===== src/rtl/axi_read_rr_arbiter_if.sv =====
// AXI4 read-channel bundle (AR + R) shared by the upstream requesters and the
// downstream io read port.
interface axi_read_rr_arbiter_if #(
  parameter int unsigned ADDR_W = 32,
  parameter int unsigned DATA_W = 64,
  parameter int unsigned ID_W   = 4
);
  logic              arvalid;
  logic              arready;
  logic [ADDR_W-1:0] araddr;
  logic [ID_W-1:0]   arid;
  logic [7:0]        arlen;
  logic [2:0]        arsize;
  logic [1:0]        arburst;

  logic              rvalid;
  logic              rready;
  logic [DATA_W-1:0] rdata;
  logic [1:0]        rresp;
  logic              rlast;
  logic [ID_W-1:0]   rid;

  modport master (
    output arvalid, araddr, arid, arlen, arsize, arburst, rready,
    input  arready, rvalid, rdata, rresp, rlast, rid
  );

  modport slave (
    input  arvalid, araddr, arid, arlen, arsize, arburst, rready,
    output arready, rvalid, rdata, rresp, rlast, rid
  );
endinterface


===== src/rtl/axi_read_rr_arbiter.sv =====
// Two-port round-robin arbiter for one AXI4 read channel: one burst in flight,
// grant locked until rlast, sticky beat-count mismatch flag.
module axi_read_rr_arbiter #(
  parameter int unsigned ADDR_W = 32,
  parameter int unsigned DATA_W = 64,
  parameter int unsigned ID_W   = 4
) (
  input  logic                  clk,
  input  logic                  rst,
  axi_read_rr_arbiter_if.slave  m0,
  axi_read_rr_arbiter_if.slave  m1,
  axi_read_rr_arbiter_if.master s,
  output logic                  grant_id,
  output logic                  len_err
);

  typedef enum logic [1:0] {StIdle, StAddr, StData} state_e;

  state_e            state_q, state_d;
  logic              last_gnt_q, last_gnt_d;
  logic              grant_q, grant_d;
  logic              len_err_q, len_err_d;
  logic [7:0]        cnt_q, cnt_d;

  logic              arvalid_q;
  logic [ADDR_W-1:0] araddr_q;
  logic [ID_W-1:0]   arid_q;
  logic [7:0]        arlen_q;
  logic [2:0]        arsize_q;
  logic [1:0]        arburst_q;

  logic              winner;
  logic              ar_hs;
  logic              in_data;
  logic              rready_c;
  logic              r_beat;

  // On a tie the port that did not own the previous burst wins.
  always_comb begin
    winner   = (m0.arvalid && m1.arvalid) ? ~last_gnt_q : m1.arvalid;
    ar_hs    = (state_q == StIdle) && (m0.arvalid || m1.arvalid) && !rst;
    in_data  = (state_q == StData) && !rst;
    rready_c = in_data && (grant_q ? m1.rready : m0.rready);
    r_beat   = in_data && s.rvalid && rready_c;
  end

  assign m0.arready = ar_hs && !winner;
  assign m1.arready = ar_hs && winner;

  always_comb begin
    state_d    = state_q;
    last_gnt_d = last_gnt_q;
    grant_d    = grant_q;
    len_err_d  = len_err_q;
    cnt_d      = cnt_q;
    unique case (state_q)
      StIdle: begin
        if (ar_hs) begin
          grant_d = winner;
          cnt_d   = winner ? m1.arlen : m0.arlen;
          state_d = StAddr;
        end
      end
      StAddr: begin
        if (s.arready) state_d = StData;
      end
      StData: begin
        if (r_beat) begin
          // Only rlast ends the burst; a count mismatch is just recorded.
          if ((cnt_q == 8'd0) != s.rlast) len_err_d = 1'b1;
          if (cnt_q != 8'd0) cnt_d = cnt_q - 8'd1;
          if (s.rlast) begin
            state_d    = StIdle;
            last_gnt_d = grant_q;
          end
        end
      end
      default: state_d = StIdle;
    endcase
  end

  always_ff @(posedge clk) begin
    if (rst) begin
      state_q    <= StIdle;
      last_gnt_q <= 1'b1;
      grant_q    <= 1'b0;
      len_err_q  <= 1'b0;
      cnt_q      <= 8'd0;
      arvalid_q  <= 1'b0;
      araddr_q   <= '0;
      arid_q     <= '0;
      arlen_q    <= '0;
      arsize_q   <= '0;
      arburst_q  <= '0;
    end else begin
      state_q    <= state_d;
      last_gnt_q <= last_gnt_d;
      grant_q    <= grant_d;
      len_err_q  <= len_err_d;
      cnt_q      <= cnt_d;
      arvalid_q  <= (state_d == StAddr);
      if (ar_hs) begin
        araddr_q  <= winner ? m1.araddr  : m0.araddr;
        arid_q    <= winner ? m1.arid    : m0.arid;
        arlen_q   <= winner ? m1.arlen   : m0.arlen;
        arsize_q  <= winner ? m1.arsize  : m0.arsize;
        arburst_q <= winner ? m1.arburst : m0.arburst;
      end
    end
  end

  assign s.arvalid = arvalid_q;
  assign s.araddr  = araddr_q;
  assign s.arid    = arid_q;
  assign s.arlen   = arlen_q;
  assign s.arsize  = arsize_q;
  assign s.arburst = arburst_q;
  assign s.rready  = rready_c;

  assign grant_id  = grant_q;
  assign len_err   = len_err_q;

  // R is steered by the grant, not by rid; the idle side sees all zeros.
  always_comb begin
    m0.rvalid = 1'b0;
    m0.rdata  = '0;
    m0.rresp  = '0;
    m0.rlast  = 1'b0;
    m0.rid    = '0;
    m1.rvalid = 1'b0;
    m1.rdata  = '0;
    m1.rresp  = '0;
    m1.rlast  = 1'b0;
    m1.rid    = '0;
    if (in_data && !grant_q) begin
      m0.rvalid = s.rvalid;
      m0.rdata  = s.rdata;
      m0.rresp  = s.rresp;
      m0.rlast  = s.rlast;
      m0.rid    = s.rid;
    end
    if (in_data && grant_q) begin
      m1.rvalid = s.rvalid;
      m1.rdata  = s.rdata;
      m1.rresp  = s.rresp;
      m1.rlast  = s.rlast;
      m1.rid    = s.rid;
    end
  end

endmodule

===== src/flat_wrapper.sv =====
// flat-port wrapper written by rule: the top's interface ports become plain ports
module axi_read_rr_arbiter_flat 
#(
  parameter int unsigned ADDR_W = 32,
  parameter int unsigned DATA_W = 64,
  parameter int unsigned ID_W   = 4
)
  (clk, rst, grant_id, len_err, m0_arvalid, m0_araddr, m0_arid, m0_arlen, m0_arsize, m0_arburst, m0_rready, m0_arready, m0_rvalid, m0_rdata, m0_rresp, m0_rlast, m0_rid, m1_arvalid, m1_araddr, m1_arid, m1_arlen, m1_arsize, m1_arburst, m1_rready, m1_arready, m1_rvalid, m1_rdata, m1_rresp, m1_rlast, m1_rid, s_arvalid, s_araddr, s_arid, s_arlen, s_arsize, s_arburst, s_rready, s_arready, s_rvalid, s_rdata, s_rresp, s_rlast, s_rid);
  axi_read_rr_arbiter_if #(.ADDR_W(ADDR_W), .DATA_W(DATA_W), .ID_W(ID_W)) m0_i ();
  axi_read_rr_arbiter_if #(.ADDR_W(ADDR_W), .DATA_W(DATA_W), .ID_W(ID_W)) m1_i ();
  axi_read_rr_arbiter_if #(.ADDR_W(ADDR_W), .DATA_W(DATA_W), .ID_W(ID_W)) s_i ();
  input  logic clk;
  input  logic rst;
  output logic grant_id;
  output logic len_err;
  input wire logic [$bits(m0_i.arvalid)-1:0] m0_arvalid;
  input wire logic [$bits(m0_i.araddr)-1:0] m0_araddr;
  input wire logic [$bits(m0_i.arid)-1:0] m0_arid;
  input wire logic [$bits(m0_i.arlen)-1:0] m0_arlen;
  input wire logic [$bits(m0_i.arsize)-1:0] m0_arsize;
  input wire logic [$bits(m0_i.arburst)-1:0] m0_arburst;
  input wire logic [$bits(m0_i.rready)-1:0] m0_rready;
  output wire logic [$bits(m0_i.arready)-1:0] m0_arready;
  output wire logic [$bits(m0_i.rvalid)-1:0] m0_rvalid;
  output wire logic [$bits(m0_i.rdata)-1:0] m0_rdata;
  output wire logic [$bits(m0_i.rresp)-1:0] m0_rresp;
  output wire logic [$bits(m0_i.rlast)-1:0] m0_rlast;
  output wire logic [$bits(m0_i.rid)-1:0] m0_rid;
  input wire logic [$bits(m1_i.arvalid)-1:0] m1_arvalid;
  input wire logic [$bits(m1_i.araddr)-1:0] m1_araddr;
  input wire logic [$bits(m1_i.arid)-1:0] m1_arid;
  input wire logic [$bits(m1_i.arlen)-1:0] m1_arlen;
  input wire logic [$bits(m1_i.arsize)-1:0] m1_arsize;
  input wire logic [$bits(m1_i.arburst)-1:0] m1_arburst;
  input wire logic [$bits(m1_i.rready)-1:0] m1_rready;
  output wire logic [$bits(m1_i.arready)-1:0] m1_arready;
  output wire logic [$bits(m1_i.rvalid)-1:0] m1_rvalid;
  output wire logic [$bits(m1_i.rdata)-1:0] m1_rdata;
  output wire logic [$bits(m1_i.rresp)-1:0] m1_rresp;
  output wire logic [$bits(m1_i.rlast)-1:0] m1_rlast;
  output wire logic [$bits(m1_i.rid)-1:0] m1_rid;
  output wire logic [$bits(s_i.arvalid)-1:0] s_arvalid;
  output wire logic [$bits(s_i.araddr)-1:0] s_araddr;
  output wire logic [$bits(s_i.arid)-1:0] s_arid;
  output wire logic [$bits(s_i.arlen)-1:0] s_arlen;
  output wire logic [$bits(s_i.arsize)-1:0] s_arsize;
  output wire logic [$bits(s_i.arburst)-1:0] s_arburst;
  output wire logic [$bits(s_i.rready)-1:0] s_rready;
  input wire logic [$bits(s_i.arready)-1:0] s_arready;
  input wire logic [$bits(s_i.rvalid)-1:0] s_rvalid;
  input wire logic [$bits(s_i.rdata)-1:0] s_rdata;
  input wire logic [$bits(s_i.rresp)-1:0] s_rresp;
  input wire logic [$bits(s_i.rlast)-1:0] s_rlast;
  input wire logic [$bits(s_i.rid)-1:0] s_rid;
  assign m0_i.arvalid = m0_arvalid;
  assign m0_i.araddr = m0_araddr;
  assign m0_i.arid = m0_arid;
  assign m0_i.arlen = m0_arlen;
  assign m0_i.arsize = m0_arsize;
  assign m0_i.arburst = m0_arburst;
  assign m0_i.rready = m0_rready;
  assign m0_arready = m0_i.arready;
  assign m0_rvalid = m0_i.rvalid;
  assign m0_rdata = m0_i.rdata;
  assign m0_rresp = m0_i.rresp;
  assign m0_rlast = m0_i.rlast;
  assign m0_rid = m0_i.rid;
  assign m1_i.arvalid = m1_arvalid;
  assign m1_i.araddr = m1_araddr;
  assign m1_i.arid = m1_arid;
  assign m1_i.arlen = m1_arlen;
  assign m1_i.arsize = m1_arsize;
  assign m1_i.arburst = m1_arburst;
  assign m1_i.rready = m1_rready;
  assign m1_arready = m1_i.arready;
  assign m1_rvalid = m1_i.rvalid;
  assign m1_rdata = m1_i.rdata;
  assign m1_rresp = m1_i.rresp;
  assign m1_rlast = m1_i.rlast;
  assign m1_rid = m1_i.rid;
  assign s_arvalid = s_i.arvalid;
  assign s_araddr = s_i.araddr;
  assign s_arid = s_i.arid;
  assign s_arlen = s_i.arlen;
  assign s_arsize = s_i.arsize;
  assign s_arburst = s_i.arburst;
  assign s_rready = s_i.rready;
  assign s_i.arready = s_arready;
  assign s_i.rvalid = s_rvalid;
  assign s_i.rdata = s_rdata;
  assign s_i.rresp = s_rresp;
  assign s_i.rlast = s_rlast;
  assign s_i.rid = s_rid;
  axi_read_rr_arbiter #(.ADDR_W(ADDR_W), .DATA_W(DATA_W), .ID_W(ID_W)) u_core (.clk(clk), .rst(rst), .m0(m0_i), .m1(m1_i), .s(s_i), .grant_id(grant_id), .len_err(len_err));
endmodule

===== config.mk =====
export PLATFORM = sky130hd
export DESIGN_NAME = axi_read_rr_arbiter_flat
export DESIGN_NICKNAME = d
export VERILOG_FILES = /design/src/rtl/axi_read_rr_arbiter_if.sv /design/src/rtl/axi_read_rr_arbiter.sv /design/src/flat_wrapper.sv
export SDC_FILE = /design/constraint.sdc
export NUM_CORES = 1
export LEC_CHECK = 0
export BUFFER_PORTS_ARGS = -buffer_cell sky130_fd_sc_hd__buf_2
export CAP_MARGIN = 10
export CORE_AREA = 2 2 147 149
export DETAILED_ROUTE_END_ITERATION = 8
export DIE_AREA = 0 0 149 151
export PLACE_DENSITY = 0.47
export REMOVE_ABC_BUFFERS = 1
export SKIP_CTS_REPAIR_TIMING = 1
export SLEW_MARGIN = 5
export SYNTH_ARGS = -nofsm -noshare
export SYNTH_HDL_FRONTEND = slang
export SYNTH_SLANG_ARGS = --single-unit

===== constraint.sdc =====
create_clock -name clk -period 2.32 [get_ports clk]
set_input_delay 0.232 -clock clk [delete_from_list [all_inputs] [get_ports clk]]
set_output_delay 0.232 -clock clk [all_outputs]
set_load 0.01 [all_outputs]

### Yosys cells after proc, flatten, opt, wreduce, memory -nomap -nowiden

Index checks and enable logic that the tools add are counted.

| storage, ports and cells | value |
|---|---|
| RAM bits | 0 |
| latch bits | 0 |
| memories kept | 0 |
| flip-flop bits (word level) | 63 |
| logic and storage cells | 69 |
| ROM bits | 0 |

| operators by class | value |
|---|---|
| shift operators | 0 |
| multipliers | 0 |
| bitwise gates (word level) | 1 |
| reductions and logical operators | 23 |
| magnitude comparators | 0 |
| muxes and demuxes | 26 |
| divide/modulo/power cells | 0 |
| equality and inequality tests | 7 |
| $add $sub $neg | 1 |

Operator list:

| kind | count |
|---|---|
| $mux W64 | 2 |
| $mux W32 | 1 |
| $mux W8 | 4 |
| $pmux W8 S2 | 1 |
| $mux W2 | 7 |
| $mux W4 | 3 |
| $logic_and A1 B1 Y1 | 11 |
| $logic_not A8 Y1 | 1 |
| $reduce_bool A8 Y1 | 1 |
| $sub A8 B1 Y8 const B | 1 |
| $mux W1 | 6 |
| $pmux W2 S3 | 1 |
| $reduce_and A3 Y1 | 2 |
| $eq A2 B1 Y1 const B | 2 |
| $ne A2 B1 Y1 const B | 2 |
| $reduce_and A4 Y1 | 1 |
| $logic_not A1 Y1 | 3 |
| $mux W3 | 1 |
| $eq A2 B2 Y1 const B | 1 |
| $logic_not A2 Y1 | 1 |
| $ne A2 B2 Y1 const B | 1 |
| $reduce_and A2 Y1 | 1 |
| $reduce_bool A2 Y1 | 1 |
| $logic_or A1 B1 Y1 | 1 |
| other kinds (2) | 2 |

### Longest topological paths before layout

Gate-level depths: netlist (run 1).

| logic depth | value |
|---|---|
| word-level depth | 7 |
| gate-level depth with buffers | 7 |
| mapped depth without buffers | 6 |

### Least setup slack after synthesis (run 1)

Ideal clock, no wire load.

| path | value |
|---|---|
| kind | reg2reg |
| from | register u_core.cnt_q[0] |
| to | register u_core.cnt_q[1] |
| path buffers | 1 |
| arrival time | 1,707 ps |
| slack | 541 ps |
| period minus slack after synthesis | 1,779 ps |
| stages on the path, launching flop included | 8 |
| path through | dfxtp_1 -> inv_1 -> ha_1 -> or3b_2 -> o2111ai_4 -> and2_1 -> buf_6 -> mux2i_1 |

| on the way | value |
|---|---|
| cells in the longest elaborated chain, start to end | 4 |

RTL lines:

| what | RTL line | source |
|---|---|---|
| from (decl) | axi_read_rr_arbiter.sv:23 | `logic [7:0] cnt_q, cnt_d;` |
| from (signal assigned) | axi_read_rr_arbiter.sv:100 | `cnt_q <= cnt_d;` |
| $sub A8 B1 Y8 | axi_read_rr_arbiter.sv:71 | `if (cnt_q != 8'd0) cnt_d = cnt_q - 8'd1;` |
| $mux W8 | axi_read_rr_arbiter.sv:71 |  |
| $mux W8 | axi_read_rr_arbiter.sv:68 | `if (r_beat) begin` |
| $pmux W8 S2 | axi_read_rr_arbiter.sv:56 | `unique case (state_q)` |

Several ways; a longest one is shown, not always the timed one. The select of a mux whose other input is x is not followed.
A chain may end at the register's enable or synchronous reset.

### Worst setup path in the final report (run 1)

Same ends and word-level chain as after synthesis.

==> run metrics, run 1 <==
crit start category flop; H-tree depth 3; clk slew on worst S/H paths 0.06 ns; Max VDD drop 386 µV; Initial Util 19.0%; die area 22,500 µm²; # setup viols final 0; Post-DP HPWL 16,600 µm; initial antenna violation count 18; Hold Path Depth 3; via density per instance 4.10; Pwr per Cell Area 563 nW/µm²; GRT overflow 0; WP data required 2.57 ns; CTS Sinks 63; synthesized area 3970 µm²; RR Startpoint u_core.cnt_q[0]$_SDFFE_PP0P_; unrepaired setup endpoints after global routing no; Nets 1,018; 1st-iter DRT viols 83; port bufs 375; layout cells sized above 1 49.9%; status finished, final reports clean; Hold EP u_core.state_q[1]$_SDFF_PP0_; Core Region 20,800 µm²; design area 6520 µm²; pins over their slew limit 0; MaxCap Viol Count 0; measured slew at the worst slew-check pin 0.505 ns; fin crit period 2.05 ns; Mean Syn Cell Area 8.24 µm²; DIE WIDTH 149 µm; most frequent cells in the layout 375 x buf_2, 145 x and2_1, 63 x dfxtp_1; nature of the critical path endpoint flop; CTS tree yes; worst skew pair latency 0.33 ns; vias in the first global route 4,244; FP Rows 53; Hold Vio Cnt, Final 0; Final Skew 0.00519 ns; CTS max path bufs 2; WL per Instance 17.5 µm; Post-Route WL 19,800 µm; CP arrival 2.31 ns; critical path type reg -> reg; clk root buf clkbuf_16; final period utilization 88.5%; worst reg-to-reg setup slack 0.27 ns; wire length of the first global-routing pass 27,100 µm; GPL Wtd Cong 0.835; Mapped Cells 481; Setup WS pre-CTS 0.273 ns; Worst Path Max Fanout 8; fmax 487 MHz; Pleak 3.54 nW; Chip Height 151 µm; Total Power 3.67 mW; Critical R2R Capture u_core.cnt_q[1]$_SDFFE_PP0P_; Yosys Warn Count 0; Synth cell types 36; hold_sp s_arready; Slew headroom 66.3%; antenna viol nets, final 0; final worst slack 0.266 ns; Vias 4,650; FF-to-FF path depth 6; total CTS buffers 9; leading cell type in the layout, fill and taps excluded buf_2; DR pass1 iterations 4; Layout area overhead 64.5%; DRC 0; Hold Crit Class in -> reg; Placed Area 6160 µm²; I/O pins 376; All-Layer GR Usage 16.6%; Synth Register Bits 63; largest net degree at the start of global routing 93; sequential fraction of the synthesis area 31.8%
-- worst max path at each step --
stage	slack [ns]	to	depth (start not counted)	start
after floorplan	-3.95	m1_arready	2	u_core.state_q[1]$_SDFF_PP0_
after global placement	0.32	u_core.cnt_q[1]$_SDFFE_PP0P_	6	u_core.cnt_q[0]$_SDFFE_PP0P_
after detailed placement	0.27	u_core.cnt_q[1]$_SDFFE_PP0P_	6	u_core.cnt_q[0]$_SDFFE_PP0P_
after CTS	0.15	m1_rdata[9]	5	u_core.state_q[1]$_SDFF_PP0_
after global routing	0.13	m1_rdata[48]	5	u_core.state_q[1]$_SDFF_PP0_
final	0.27	u_core.cnt_q[1]$_SDFFE_PP0P_	6	u_core.cnt_q[0]$_SDFFE_PP0P_
-- flip-flops by register name, summed over array words and instances, names as in the netlist --
name               cells
u_core.s.arburst       2
u_core.last_gnt_q      1
u_core.s.araddr       32
u_core.cnt_q           8
u_core.state_q         2
u_core.len_err         1
u_core.s.arid          4
u_core.s.arsize        3
u_core.grant_id        1
u_core.s.arvalid       1
u_core.s.arlen         8
-- cell families (layout without fill, tap and decap cells) --
group,Yosys count,in the layout,synth area share [%]
DFF,63,63,31.8
AOI/OAI and AO/OA,75,75,14.3
adders and majority gates,2,2,0.631
and+or+nand+nor,227,227,32.1
muxes,60,60,15.4
buffers and inverters,54,417,5.84
other,0,14,0
-- worst max-delay path: stages (launching register included) --
cell and delay [ns]:
dfxtp_1 0.33, inv_1 0.10, ha_1 0.15, or3b_2 0.50, o2111ai_4 0.30, and2_1 0.40, mux2i_1 0.22
-- Yosys cell counts (all sizes together) --
master | n | area (µm²)
or4 | 4 | 33.8
nand2 | 4 | 15.0
dfxtp | 63 | 1260
nand4 | 1 | 6.26
and2 | 145 | 907
a2bb2oi | 1 | 8.76
o21ai | 5 | 25.0
a21oi | 6 | 30.0
a21boi | 2 | 18.8
a22oi | 3 | 22.5
ha | 2 | 25.0
mux2i | 52 | 521
nor2 | 58 | 218
inv | 12 | 45.0
clkbuf | 31 | 116
nand2b | 1 | 6.26
mux2 | 8 | 90.1
a31oi | 4 | 25.0
o2111ai | 2 | 35.0
or3b | 2 | 17.5
o21a | 2 | 15.0
buf | 11 | 70.1
nor2b | 2 | 12.5
o41ai | 1 | 8.76
and3 | 3 | 18.8
a211oi | 42 | 315
nand3 | 1 | 5.00
nor4 | 1 | 6.26
o32ai | 7 | 61.3
nor3 | 5 | 25.0
-- metrics by stage --
| step | util, % | instances | hold WS [ns] | TNS, ns |
|---|---|---|---|---|
| after CTS | 31.1 | 1119 | 0.185 | 0 |
| final | 31.3 | 1133 | 0.195 | 0 |
| after detailed placement | 29.6 | 1103 | 0.446 | 0 |
| after floorplan | - | 439 | 0.301 | -300.92 |
| after global routing | 31.3 | 1130 | 0.215 | 0 |
| after global placement | 29.6 | 1103 | 0.443 | 0 |
-- routing by layer --
layer | wire length, µm | share of wire [%] | GRT usage [%] | vias up
li1 | - | - | - | 2380
met5 | 17 | 0.086 | 2.05 | -
met1 | 7660 | 39 | 17.5 | 2009
met4 | 649 | 3.3 | 8.05 | 4
met3 | 1950 | 9.8 | 7.32 | 31
met2 | 9570 | 48 | 28.2 | 226
-- report_power, final --
group | leakage [nW] | switching (mW) | internal [mW]
logic | 2.86 | 0.502 | 0.418
registers | 0.523 | 0.0764 | 1.22
clock network | 0.148 | 0.517 | 0.942
total | 3.54 | 1.10 | 2.58
-- final cells by class --
class	instances	area, µm²
fill	2307	14300
multi-input combinational	364	2490
timing repair buffer	389	2020
sequential	63	1260
tap	275	344
clock buffer	9	225
clock inverter	7	96.3
inverter	12	45.0
antenna	14	35.0
Note: power is estimated with default switching activity, not from simulation.
==> run 2: changes to the inputs <==
Settings changed: CORE_AREA 2 2 147 149 to 2 2 144 146, DIE_AREA 0 0 149 151 to 0 0 146 148, PLACE_DENSITY 0.47 to 0.51.
Clock period 2.32 ns to 1.6 ns, I/O delays scaled along.
==> run 2 against run 1 <==
  * The run now ends with setup timing left
  * Utilization up 5.2 points
  * First-iteration DRC count up 64%
  * Sequential power is 45% higher
  * Clock skew hardly changed
  * Clock-buffer cell count rose by 1
  * Sequential share of layout area shrank 2.0 points
  * Wire length is 9.2% higher
  * Via count increased by 6.6%
  * Global-route usage is 1.2 points higher
  * Critical path depth decreased by 1
  * Critical path type is now reg -> out
  * Critical endpoint is now m1_rdata[14]
  * Largest cell class unchanged
  * Largest power group unchanged
==> run metrics, run 2 (synthesis gave the netlist of run 1 again) <==
status finished, violations left; failing checks setup timing; crit start category flop; Gate power share 32.0%; Clock Power Share 34.6%; DR pass1 iterations 4; P_int 3.86 mW; Max VDD drop 349 µV; Post-Route WL 21,700 µm; design area 7330 µm²; CP bufs+invs 2; port bufs 375; M2 GR Usage 31.3%; clk slew on worst S/H paths 0.06 ns; All-Layer GR Usage 17.8%; via density per instance 4.27; RR Startpoint u_core.cnt_q[0]$_SDFFE_PP0P_; DIE WIDTH 146 µm; dpl cells 1,127; Crit path largest cell delay 0.37 ns; # setup viols final 152; Hold Vio Cnt, Final 0; WP data required 1.44 ns; Largest register FFs 32; clk root buf clkbuf_16; wire length of the first global-routing pass 28,500 µm; Pwr per Cell Area 763 nW/µm²; nature of the critical path endpoint primary output; WL per Instance 18.6 µm; CP startpoint u_core.state_q[1]$_SDFF_PP0_; GR Util met3 4.78%; antenna viol nets, final 0; Chip Height 148 µm; setup TNS -18.82 ns; CTS Sinks 63; Net Sw Frac 31.0%; fin crit period 1.80 ns; Layout area overhead 84.8%; Pleak 3.86 nW; Placed Area 6420 µm²; 1st-iter DRT viols 136; H-tree depth 3; measured slew at the worst slew-check pin 0.597 ns; Core Region 20,000 µm²; met1 GRT Util 20.7%; crit-path cells nor2b_4, and3_4, clkbuf_16, and2_1, buf_2; MaxCap Viol Count 0; layout cells sized above 1 57.7%; leading cell type in the layout, fill and taps excluded buf_2; Total Power 5.59 mW; GRT busiest layer met2; worst skew pair latency 0.33 ns; final period utilization 112%; fin cells 1,162; vias in the first global route 4,474; Finished Core Util 36.6%; CTS max path bufs 2; Nets 1,061; final worst slack -0.196 ns; CTS tree yes; Final Skew 0.00479 ns; FF-to-FF path depth 7; FP Rows 52; Post-DP HPWL 17,100 µm; pins over their slew limit 0; critical path depth 5; DRC 0; Seq pwr share 33.4%; GPL Wtd Cong 0.883; worst reg-to-reg setup slack -0.15 ns; Slew headroom 60.2%; I/O pins 376; die area 21,600 µm²; initial antenna violation count 11; Vias 4,958; Psw 1.73 mW; Hold Crit Class in -> reg; Slowest-stage cell, CP dfxtp_4; largest net degree at the start of global routing 50; CP endpoint m1_rdata[14]; CP top delay family simple AND/OR/NAND/NOR gates; total CTS buffers 9; most frequent cells in the layout 352 x buf_2, 133 x and2_1, 58 x dfxtp_1; GRT overflow 0; critical path type reg -> out; unrepaired setup endpoints after global routing yes; Critical R2R Capture u_core.cnt_q[7]$_SDFFE_PP0P_; Worst Path Max Fanout 18; Initial Util 19.8%; CP arrival 1.64 ns; fmax 557 MHz
==> run 2: changes by cell type in the layout (fill, tap and decap cells not counted), moves of 6 or more <==
cell / delta
and2_1: -12
and2_4: +12
buf_2: -23
buf_4: +30
buf_6: +25
diode_2: -9
o32ai_1: -6
o32ai_2: +6
==> run 2: layout make-up <==
type | count | area, µm²
well taps | 270 | 338
fillers | 2136 | 12700
clock inverters | 6 | 61.3
multi-input cells | 364 | 2730
diodes | 5 | 12.5
clock buffers | 10 | 229
flip-flops and latches | 63 | 1270
inverters | 12 | 45.0
repair buffers | 432 | 2650
==> run 2: through the flow <==
stage / hold slack (ns) / setup WS (ns)
after detailed placement: 0.441 / -0.208
after global placement: 0.442 / -0.183
final: 0.124 / -0.196
after floorplan: 0.229 / -4.59
after global routing: 0.152 / -0.249
after CTS: 0.118 / -0.376
==> run 2: worst min-delay path by stage <==
stage,from,endpoint,slack [ns],depth (start not counted)
finish,s_arready,u_core.state_q[1]$_SDFF_PP0_,0.12,3
detailed placement,u_core.len_err$_SDFFE_PP0P_,u_core.len_err$_SDFFE_PP0P_,0.44,2
floorplan,rst,u_core.len_err$_SDFFE_PP0P_,0.23,1
CTS,s_arready,u_core.state_q[1]$_SDFF_PP0_,0.12,3
global route,s_arready,u_core.state_q[1]$_SDFF_PP0_,0.15,3
global placement,u_core.len_err$_SDFFE_PP0P_,u_core.len_err$_SDFFE_PP0P_,0.44,2
==> run 2: worst register-to-register path: cells and delay by family, from the launching register on <==
kind                     cells  cell delay (ns)
adder cells (fa/ha/maj)      1             0.13
flip-flops                   1             0.32
AO/OA/AOI/OAI                3             0.57
buffers and inverters        2             0.25
AND/OR/NAND/NOR              1             0.40
==> run 2: power by group through the flow <==
stage | sequential (mW) | combinational, mW | clock (mW)
6_report | 1.87 | 1.79 | 1.93
5_1_grt | 1.89 | 1.95 | 2.08
4_1_cts | 1.86 | 1.54 | 2.00
3_5_place_dp | 1.89 | 1.53 | 0
2_1_floorplan | 1.97 | 0.677 | 0
3_3_place_gp | 1.89 | 1.53 | 0
==> run 2: per-layer routing <==
metal  up-vias  part of all wire [%]
met1      2250                    40
met5         -                     0
met3        24                   6.9
li1       2443                     -
met2       241                    51
met4         0                   2.0
==> run 3: changes to the inputs <==
Settings changed: CORE_AREA 2 2 144 146 to 2 2 147 149, DIE_AREA 0 0 146 148 to 0 0 149 151, PLACE_DENSITY 0.51 to 0.47.
Clock period 1.6 ns to 2.02 ns, I/O delays scaled along.
==> run 3 against run 2 <==
  * The run now ends clean
  * Total power fell by 25%
  * Worst hold slack improved by 0.028 ns
  * Register-to-register slack improved by 0.32 ns
  * Setup slack improved by 0.30 ns
  * Clock power fell by 18%
  * Highest routed layer is now met5
  * Largest cell class unchanged
  * Flip-flop and latch count did not move
  * Combinational power fell by 38%
  * Global-route usage fell by 0.95 points
==> run metrics, run 3 (synthesis gave the netlist of run 1 again) <==
port bufs 375; vias in the first global route 4,398; via density per instance 4.23; CTS Sinks 63; CTS max path bufs 2; Post-Route WL 20,600 µm; pins over their slew limit 0; unrepaired setup endpoints after global routing no; GPL Wtd Cong 0.832; Initial Util 19.0%; Finished Core Util 31.7%; Placed Area 6190 µm²; Worst Path Max Fanout 36; FF-to-FF path depth 7; Filler cells 2,304; measured slew at the worst slew-check pin 0.484 ns; Largest register FFs 32; final period utilization 94.8%; fin cells 1,131; Max VDD drop 345 µV; Net Sw Frac 30.7%; Layout area overhead 66.7%; Setup WS pre-CTS 0.0912 ns; Clock Power Share 38.1%; Chip Height 151 µm; status finished, final reports clean; fin crit period 1.92 ns; critical path type reg -> out; CP startpoint u_core.state_q[0]$_SDFF_PP0_; nature of the critical path endpoint primary output; clk slew on worst S/H paths 0.06 ns; DR pass1 iterations 4; total CTS buffers 9; 1st-iter DRT viols 162; leading cell type in the layout, fill and taps excluded buf_2; Pleak 3.57 nW; Final Skew 0.00586 ns; clk root buf clkbuf_16; I/O pins 376; Vias 4,784; Post-DP HPWL 16,600 µm; Total Power 4.18 mW; Nets 1,023; fmax 522 MHz; GRT overflow 0; Hold Crit Class in -> reg; Slew headroom 67.7%; die area 22,500 µm²; antenna viol nets, final 0; most frequent cells in the layout 375 x buf_2, 144 x and2_1, 63 x dfxtp_1; # setup viols final 0; FP Rows 53; Hold Vio Cnt, Final 0; P_int 2.90 mW; WP data required 1.82 ns; design area 6610 µm²; MaxCap Viol Count 0; DIE WIDTH 149 µm; Pwr per Cell Area 632 nW/µm²; layout cells sized above 1 50.3%; Seq pwr share 35.4%; CP endpoint m0_rid[0]; largest net degree at the start of global routing 77; Core Region 20,800 µm²; worst reg-to-reg setup slack 0.17 ns; final worst slack 0.104 ns; CP arrival 1.71 ns; H-tree depth 3; WL per Instance 18.2 µm; wire length of the first global-routing pass 27,600 µm; CTS tree yes; RR Startpoint u_core.cnt_q[0]$_SDFFE_PP0P_; Psw 1.28 mW; All-Layer GR Usage 16.8%; crit start category flop; DRC 0; Critical R2R Capture u_core.cnt_q[7]$_SDFFE_PP0P_; initial antenna violation count 13; dpl cells 1,104; Gate power share 26.5%; worst skew pair latency 0.33 ns
==> run 3: cell count changes in the layout (fill, tap and decap cells not counted), sizes merged <==
cell / delta
buf: -35
clkinv: -4
clkbuf: -3
clkinvlp: +3
inv: +1
diode: +2
==> run 3: metrics by stage <==
step	hold WS [ns]	setup TNS, ns
4_1_cts	0.137	0
5_1_grt	0.157	0
3_5_place_dp	0.447	0
6_report	0.152	0
2_1_floorplan	0.271	-358.34
3_3_place_gp	0.443	0
==> run 3: critical path, cell delays in order (launching register included) <==
cell      delay, ns
dfxtp_1        0.36
nand2b_1       0.21
nor3_4         0.16
buf_12         0.14
buf_8          0.21
and2_1         0.17
buf_2          0.13
==> run 3: cell type report <==
type	count	area [µm²]	area share (%)
inverter	12	45.0	0.681
antenna	7	17.5	0.265
clock inverter	6	68.8	1.04
clock buffer	10	239	3.62
sequential	63	1260	19.1
timing repair buffer	394	2130	32.3
multi-input combinational	364	2500	37.9
tap	275	344	5.21
==> run 3: metal layers <==
metal / track usage [%] / share of wire [%]
met4: 7.10 / 3.0
met3: 5.18 / 9.8
met1: 18.6 / 37
met2: 30.0 / 50
met5: 0 / 0.063
==> run 3: power groups by stage <==
| stage | Sequential, mW | Clock, mW | Combinational, mW |
|---|---|---|---|
| 2_1_floorplan | 1.56 | 0 | 0.536 |
| 3_3_place_gp | 1.50 | 0 | 1.11 |
| 3_5_place_dp | 1.50 | 0 | 1.11 |
| 4_1_cts | 1.48 | 1.65 | 1.12 |
| 5_1_grt | 1.50 | 1.71 | 1.23 |
| 6_report | 1.48 | 1.59 | 1.11 |
==> run 3: worst min-delay path by stage <==
stage	start	endpoint	slack [ns]	cells after the start
detailed placement	u_core.len_err$_SDFFE_PP0P_	u_core.len_err$_SDFFE_PP0P_	0.45	2
finish	s_arready	u_core.state_q[1]$_SDFF_PP0_	0.15	3
CTS	s_arready	u_core.state_q[1]$_SDFF_PP0_	0.14	3
floorplan	rst	u_core.len_err$_SDFFE_PP0P_	0.27	1
global route	s_arready	u_core.state_q[1]$_SDFF_PP0_	0.16	3
global placement	u_core.len_err$_SDFFE_PP0P_	u_core.len_err$_SDFFE_PP0P_	0.44	2
